File: src/rtl/clock_set_ctrl.sv
// rtl/clock_set_ctrl.sv - hh:mm:ss keeper with debounced three-key set mode
//
// Purpose: owns the hour/min/sec registers and advances them on tick_1hz
// while in RUN. Three raw push-buttons (mode/inc/dec) are synchronized,
// debounced and turned into one-cycle press pulses that drive the set-mode
// FSM (RUN -> SET_H -> SET_M -> SET_S -> RUN). Set mode auto-exits after
// TIMEOUT_S idle seconds. Produces blink masks and the top-of-hour chime LED.
//
// Ports:
//   clk        in   system clock, rising edge
//   rst_n      in   asynchronous active-low reset
//   tick_1hz   in   one-cycle enable, once per second
//   tick_2hz   in   one-cycle enable, twice per second
//   key_mode   in   raw active-high button
//   key_inc    in   raw active-high button
//   key_dec    in   raw active-high button
//   hour       out  0..23
//   min        out  0..59
//   sec        out  0..59
//   mode       out  0 RUN, 1 SET_H, 2 SET_M, 3 SET_S
//   blink_mask out  [2] hour, [1] min, [0] sec blank request
//   led_chime  out  chime LED
module clock_set_ctrl #(
  parameter int DEBOUNCE_CYC = 20000,
  parameter int TIMEOUT_S    = 30
) (
  input  logic       clk,
  input  logic       rst_n,
  input  logic       tick_1hz,
  input  logic       tick_2hz,
  input  logic       key_mode,
  input  logic       key_inc,
  input  logic       key_dec,
  output logic [4:0] hour,
  output logic [5:0] min,
  output logic [5:0] sec,
  output logic [1:0] mode,
  output logic [2:0] blink_mask,
  output logic       led_chime
);

  localparam int DW = (DEBOUNCE_CYC > 2) ? $clog2(DEBOUNCE_CYC) : 1;
  localparam int TW = $clog2(TIMEOUT_S + 1);

  typedef enum logic [1:0] {RUN = 2'd0, SET_H = 2'd1, SET_M = 2'd2, SET_S = 2'd3} mode_t;

  mode_t state;

  // Key path, bit order: [0] mode, [1] inc, [2] dec
  logic [2:0]    raw;
  logic [2:0]    sync1, sync2, deb, deb_d, press;
  logic [DW-1:0] db_cnt [3];

  assign raw = {key_dec, key_inc, key_mode};

  always_ff @(posedge clk or negedge rst_n) begin
    if (!rst_n) begin
      sync1 <= '0;
      sync2 <= '0;
      deb   <= '0;
      deb_d <= '0;
      press <= '0;
      for (int i = 0; i < 3; i++) db_cnt[i] <= '0;
    end else begin
      sync1 <= raw;
      sync2 <= sync1;
      deb_d <= deb;
      // Rising edge of the debounced level only; releases make no pulse.
      press <= deb & ~deb_d;
      for (int i = 0; i < 3; i++) begin
        if (sync2[i] != deb[i]) begin
          if (db_cnt[i] == DW'(DEBOUNCE_CYC - 1)) begin
            deb[i]    <= ~deb[i];
            db_cnt[i] <= '0;
          end else begin
            db_cnt[i] <= db_cnt[i] + 1'b1;
          end
        end else begin
          db_cnt[i] <= '0;
        end
      end
    end
  end

  logic press_mode, inc_ok, dec_ok, any_press, edit_press;
  assign press_mode = press[0];
  assign any_press  = |press;
  // inc and dec in the same cycle cancel; a mode press drops both.
  assign inc_ok     = press[1] & ~press[2] & ~press_mode;
  assign dec_ok     = press[2] & ~press[1] & ~press_mode;
  assign edit_press = (press[1] | press[2]) & ~press_mode;

  logic [TW-1:0] to_cnt;
  logic          blink_phase;

  assign mode = state;

  always_ff @(posedge clk or negedge rst_n) begin
    if (!rst_n) begin
      state       <= RUN;
      hour        <= '0;
      min         <= '0;
      sec         <= '0;
      to_cnt      <= '0;
      blink_phase <= 1'b0;
      blink_mask  <= '0;
      led_chime   <= 1'b0;
    end else begin
      // Edits restart the blink so the new value is shown immediately.
      if (state != RUN && edit_press) blink_phase <= 1'b0;
      else if (tick_2hz)              blink_phase <= ~blink_phase;

      // Time counts on the current state, so a RUN->SET_H press still ticks.
      if (state == RUN && tick_1hz) begin
        if (sec == 6'd59) begin
          sec <= '0;
          if (min == 6'd59) begin
            min  <= '0;
            hour <= (hour == 5'd23) ? 5'd0 : hour + 5'd1;
          end else begin
            min <= min + 6'd1;
          end
        end else begin
          sec <= sec + 6'd1;
        end
      end

      case (state)
        SET_H: begin
          if (inc_ok) hour <= (hour == 5'd23) ? 5'd0 : hour + 5'd1;
          if (dec_ok) hour <= (hour == 5'd0) ? 5'd23 : hour - 5'd1;
        end
        SET_M: begin
          if (inc_ok) min <= (min == 6'd59) ? 6'd0 : min + 6'd1;
          if (dec_ok) min <= (min == 6'd0) ? 6'd59 : min - 6'd1;
        end
        SET_S: begin
          if (inc_ok || dec_ok) sec <= '0;
        end
        default: ;
      endcase

      if (press_mode) begin
        state  <= mode_t'(state + 2'd1);
        to_cnt <= '0;
      end else if (state == RUN) begin
        to_cnt <= '0;
      end else if (any_press) begin
        to_cnt <= '0;
      end else if (tick_1hz) begin
        if (to_cnt == TW'(TIMEOUT_S - 1)) begin
          state  <= RUN;
          to_cnt <= '0;
        end else begin
          to_cnt <= to_cnt + 1'b1;
        end
      end

      case (state)
        SET_H:   blink_mask <= {blink_phase, 2'b00};
        SET_M:   blink_mask <= {1'b0, blink_phase, 1'b0};
        SET_S:   blink_mask <= {2'b00, blink_phase};
        default: blink_mask <= 3'b000;
      endcase

      led_chime <= (state == RUN && min == 6'd59 && sec >= 6'd55) ? blink_phase : 1'b0;
    end
  end

endmodule
File: config.mk
export PLATFORM = sky130hd
export DESIGN_NAME = clock_set_ctrl
export DESIGN_NICKNAME = d
export VERILOG_FILES = /design/src/rtl/clock_set_ctrl.sv
export SDC_FILE = /design/constraint.sdc
export NUM_CORES = 1
export LEC_CHECK = 0
export CORE_MARGIN = 4
export CORE_UTILIZATION = 57
export DETAILED_ROUTE_END_ITERATION = 6
export DONT_BUFFER_PORTS = 1
export GPL_ROUTABILITY_DRIVEN = 0
export GPL_TIMING_DRIVEN = 0
export PLACE_DENSITY = 0.79
export SYNTH_ARGS = -nofsm -noshare
export SYNTH_HDL_FRONTEND = slang
export SYNTH_SLANG_ARGS = --single-unit
File: constraint.sdc
create_clock -name clk -period 1.94 [get_ports clk]
set_input_delay 0.582 -clock clk [delete_from_list [all_inputs] [get_ports clk]]
set_output_delay 0.582 -clock clk [all_outputs]
set_load 0.02 [all_outputs]
==> Word level (Yosys, flattened, before mapping) <==
Cells that the tools add are included.
{ "totals": {"in_bits": 7, "output_inout_bits": 23, "ff_bits": 89} }
{ "classes": {"addsub": 10, "eq_ne": 15, "n_bitwise": 15, "muxes": 39, "reduce_logical": 18, "order_cmp": 1} }
{ "ops": {"columns": ["operator", "count"], "rows": [
  ["two-way mux 15 bit", 6],
  ["two-way mux 6 bit", 11],
  ["two-way mux 5 bit", 13],
  ["adder 15 x 1 -> 15 bit, second input constant", 3],
  ["equality test 15 bit, second input constant", 3],
  ["adder 6 x 1 -> 6 bit, second input constant", 2],
  ["equality test 6 bit, second input constant", 2],
  ["adder 5 x 1 -> 5 bit, second input constant", 2],
  ["equality test 5 bit, second input constant", 2],
  ["two-way mux 2 bit", 5],
  ["case mux 3 bit (3 select lines)", 1],
  ["nonzero test 2 bit", 4],
  ["NOT 1 bit", 7],
  ["greater-or-equal comparator 6 bit, second input constant", 1],
  ["zero test 6 bit", 1],
  ["AND reduction 2 bit", 3],
  ["subtractor 6 x 1 -> 6 bit, second input constant", 1],
  ["bitwise AND 1 bit", 5],
  ["zero test 5 bit", 1],
  ["subtractor 5 x 1 -> 5 bit, second input constant", 1],
  ["equality test 2 bit, second input constant", 2],
  ["logical AND 1 bit", 4],
  ["!= test 2 bit, second input constant", 2],
  ["AND reduction 4 bit", 1],
  ["other kinds (11)", 15]
]} }

==> Depth between registers and ports, before layout <==
{ "depth": {"depth_word": 8, "depth_mapped": 7, "depth_no_buf": 6} }

==> Least setup slack after synthesis <==
OpenSTA, ideal clock, no wires.
{ "synth_timing": {"kind": "register -> register", "start": "register min[1]", "end": "register hour[3]", "stages_incl_launch_ff": 6, "arrival_time_ns": 1.892, "path_buffers": 0, "synth_period_minus_slack_ns": 2.013, "path_slack_ns": -0.073, "t_required_ns": 1.819, "cell_sequence": "dfrtp_1 ha_1 nor2b_1 and4_1 mux2_2 a22o_1"} }
{ "synth_via": {"elab_chain_len": 7} }
{ "synth_rtl": {"columns": ["item", "line_no", "source"], "rows": [
  ["from (decl)", "35", "output logic [5:0] min,"],
  ["from (signal assigned)", "121", "min <= min + 6'd1;"],
  ["from (signal assigned)", "134", "if (inc_ok) min <= (min == 6'd59) ? 6'd0 : min + 6'd1;"],
  ["from (signal assigned)", "135", "if (dec_ok) min <= (min == 6'd0) ? 6'd59 : min - 6'd1;"],
  ["equality test 6 bit (*)", "117", "if (min == 6'd59) begin"],
  ["two-way mux 5 bit (*)", "117", null],
  ["two-way mux 5 bit (*)", "115", "if (sec == 6'd59) begin"],
  ["two-way mux 5 bit (*)", "114", "if (state == RUN && tick_1hz) begin"],
  ["two-way mux 5 bit", "130", "if (inc_ok) hour <= (hour == 5'd23) ? 5'd0 : hour + 5'd1;"],
  ["two-way mux 5 bit", "131", "if (dec_ok) hour <= (hour == 5'd0) ? 5'd23 : hour - 5'd1;"],
  ["two-way mux 5 bit (*)", "128", "case (state)"],
  ["to (signal assigned)", "119", "hour <= (hour == 5'd23) ? 5'd0 : hour + 5'd1;"],
  ["to (signal assigned)", "130", null],
  ["to (signal assigned)", "131", null],
  ["to (decl)", "34", "output logic [4:0] hour,"]
]} }
Every way passes the cells marked *; elsewhere a longest branch is shown, timed or not.
A chain may end at the register's enable or synchronous reset.

==> Final worst setup path <==
{ "layout_timing": {"start": "register state[0], in the netlist mode[0]", "end": "register hour[0]"} }
{ "layout_via": {"elab_chain_len": 6, "word_cells_on_any_way": 7, "classes_between": "eq/ne (1); mux (4); reduce/logical (2)"} }
{ "layout_rtl": {"columns": ["item", "line_no", "source"], "rows": [
  ["from (decl)", "47", "mode_t state;"],
  ["from (signal assigned)", "144", "state <= mode_t'(state + 2'd1);"],
  ["zero test 2 bit", "114", null],
  ["logical AND 1 bit", "114", null],
  ["two-way mux 5 bit", "114", null],
  ["two-way mux 5 bit", "130", null],
  ["two-way mux 5 bit", "131", null],
  ["two-way mux 5 bit (*)", "128", null]
]} }
Marked as above.

==> impl_metrics.ini <==
[synthesis]
synthesized_cell_area_sq_um = 4760
netlist.area_leader.share_pct = 46.7
postSynthRegisterBits = 89
synth_cells = 489
yosys-top-cells-count = 89 x sky130_fd_sc_hd__dfrtp_1, 57 x sky130_fd_sc_hd__nor2_1, 31 x sky130_fd_sc_hd__xnor2_1
synth-seq-area-share_pct = 46.7
yosys_most_used_dff = sky130_fd_sc_hd__dfrtp_1
synthArstFlopShare_pct = 100
yosysMostFrequentCell = sky130_fd_sc_hd__dfrtp_1
post_synth_main_area_contributors = sky130_fd_sc_hd__dfrtp_1 47%, sky130_fd_sc_hd__xnor2_1 5.7%, sky130_fd_sc_hd__nor2_1 4.5%
syn_area_per_cell_sq_um = 9.74
count_of_flip_flops_with_a_built_in_enable_after_synthesis = 0
synth_fp_nets = 511
count_of_synthesis_stage_warnings_from_yosys = 0
synth.distinct_cells = 61
synth_largest_area_cell = sky130_fd_sc_hd__dfrtp_1

[critical_path]
rr_worst_depth = 7
family_with_the_most_delay_on_the_worst_path = simple AND/OR/NAND/NOR gates
crit_buf_inv = 2
crit_path_start = mode[0]
setup.worst_path.end_class = flop
worst-setup-path-type = reg2reg
worst_ep_arrival_time_ps = 2170
timing.critical_path.slowest_cell_delay_ps = 500
critPathRequiredTime_ps = 2180
critPathMaxFanout = 7
worstPathCellList = inv_2 > ha_4 > and4_4 > buf_6 > nand4_1 > and3_1 > or3_1
worst-r2r-setup-slack_ps = 5
worst_reg2reg_path_startpoint = mode[0]
crit_path_top_delay_cell = sky130_fd_sc_hd__dfrtp_2
critical_path.reg2reg.endpoint = hour[0]
worst_setup_path_start_kind = flop

[cells_and_area]
antenna_cells_inserted = 0
postLayoutCellArea_sq_um = 5280
fin_util_pct = 64.6
seq_area_sq_um = 2240
instances_no_fill = 614
multiInputGateArea_sq_um = 2490
filler_cell_count = 651
layout_nets = 526
area_growth_from_synthesis_to_layout_pct = 10.9
drive_above_1_share_pct = 15.1

[cts]
cts_buffers = 9
cts-root-buf = sky130_fd_sc_hd__clkbuf_8
worst_skew_pair.late_latency_ps = 360
tritoncts = built
cts-root-to-sink-buffers = 2
cts-htree-levels = 3
clk_pin_slew_worst_setup_hold_paths_ps = 80
tritoncts_num_sinks = 89

[sta]
grt_setup_unrepaired = true
worstMarginPinSlew_ps = 613
finClkSkew_ps = 5.99
achievable-frequency_mhz = 517
report.final.slew_viol_count = 0
report.final.hold_viol_count = 89
minimum_clock_period_ps = 1930
final_min_period_over_clock_period_pct = 99.7
setup_viol = 0
max_slew_headroom_pct = 59.1
finalHoldWorstSlack_ps = -86.4

[job]
maxCapViolCount = 0

[placed_design]
placement.io_buffers = 0
post-dp-hpwl_microns = 6360
detailed_place.area_sq_um = 4900
post-place-cells = 594

[floorplanning]
die_area_sq_um = 9890
design.portCount = 30
floorplan.die.height_microns = 99.4
placeableCoreArea_sq_um = 8180
number_of_placement_rows = 33
initial_core_util_pct = 58.3
die_width_microns = 99.4

[route]
post_drt_wl_per_cell_microns = 15.5
viasPerCell = 6.11
vias = 3751
antenna_left = 0
drt_iter0_markers = 208
totalWireLength_microns = 9490
remaining_drc_errors = 0
dr.pass1.iters = 5

[grt]
first_global_vias = 3571
grt_first_pass_wirelength_microns = 16500
grt_max_degree = 90
globalRoute.totalOverflow = 0
grt_antenna_before_repair = 0
grt_usage_pct = 20.2

[min_path]
hold_class = in2async

[pwr]
power_leakage_nw = 2.23
cellPowerDensity_nw_per_um2 = 784
ir_worst_vdd_mv = 0.401

[status]
run_status = finished, violations left
failing_checks = hold timing
layer usage:
layer | track usage [%] | wire [microns]
met2 | 33.4 | 4660
met3 | 3.44 | 480
met5 | 0 | 0
met4 | 7.46 | 193
met1 | 26.8 | 4160
timing repair:
action                                  CTS  global route
gates resized for setup                  22            25
gates cloned                              0             0
buffers inserted                          6             2
hold endpoints to repair                 89            89
endpoints found under the setup margin   27            35
pin swaps                                 2             5
cells in the final DEF (no fill, tap or decap), drive strengths merged, types with 3 or more instances in the layout:
master and n:
a211oi 5, a21oi 24, a22oi 6, a31o 4, and2 8, and3 9, and4 8, buf 16
clkbuf 20, dfrtp 89, ha 15, inv 16, mux2 5, mux2i 3, nand2 27, nand2b 5
nand3 24, nand3b 5, nand4 16, nand4b 3, nor2 57, nor2b 6, nor3 18, nor3b 6
nor4 8, nor4bb 3, o211ai 3, o21ai 11, or3 5, xnor2 31, xor2 18
metrics by stage:
stage / setup WS [ps] / power (mW) / hold slack, ps / setup TNS (ps)
after global placement: -329 / 2.79 / 290 / -2130
final: 5.09 / 4.14 / -86.4 / 0
after floorplan: 27.0 / 2.67 / 286 / 0
after detailed placement: -364 / 2.83 / 290 / -2660
after global routing: -75.4 / 4.36 / -111 / -196
after CTS: 5.05 / 4.15 / -104 / 0
how the worst max path moves through the flow:
stage,to,slack (ps),depth (start not counted)
after floorplan,hour[3],30,5
after global placement,min[2],-330,7
after global routing,hour[0],-80,7
final,hour[0],5,7
after detailed placement,min[3],-360,7
after CTS,hour[3],5,5
state kept, by name, summed over array words and instances, names as in the netlist, 3 cells and up:
signal      count
db_cnt         45
min             6
sec             6
hour            5
to_cnt          5
blink_mask      3
deb             3
deb_d           3
press           3
sync1           3
sync2           3
kinds of logic after synthesis:
| logic type | Yosys count | synth area share (%) |
|---|---|---|
| and+or+nand+nor | 216 | 24.6 |
| DFF | 89 | 46.7 |
| AOI/OAI and AO/OA | 76 | 10.7 |
| xor gates and xnor gates | 49 | 9.01 |
| buffers and inverters | 36 | 3.15 |
| adders and majority gates | 15 | 3.94 |
| muxes | 8 | 1.89 |
report_power, final:
| group | internal, mW | leakage (nW) | switching (mW) |
|---|---|---|---|
| registers | 2.00 | 1.14 | 0.229 |
| logic | 0.269 | 0.984 | 0.343 |
| clock network | 0.666 | 0.103 | 0.635 |
area by class of cell:
class                      count  area share, %
timing repair buffer           8           1.14
multi-input combinational    364           47.2
inverter                      16           1.14
clock buffer                  12           2.94
buffer                        16           1.68
clock inverter                 4          0.971
tap                          105           2.49
sequential                    89           42.5
Note: power is estimated with default switching activity, not from simulation.
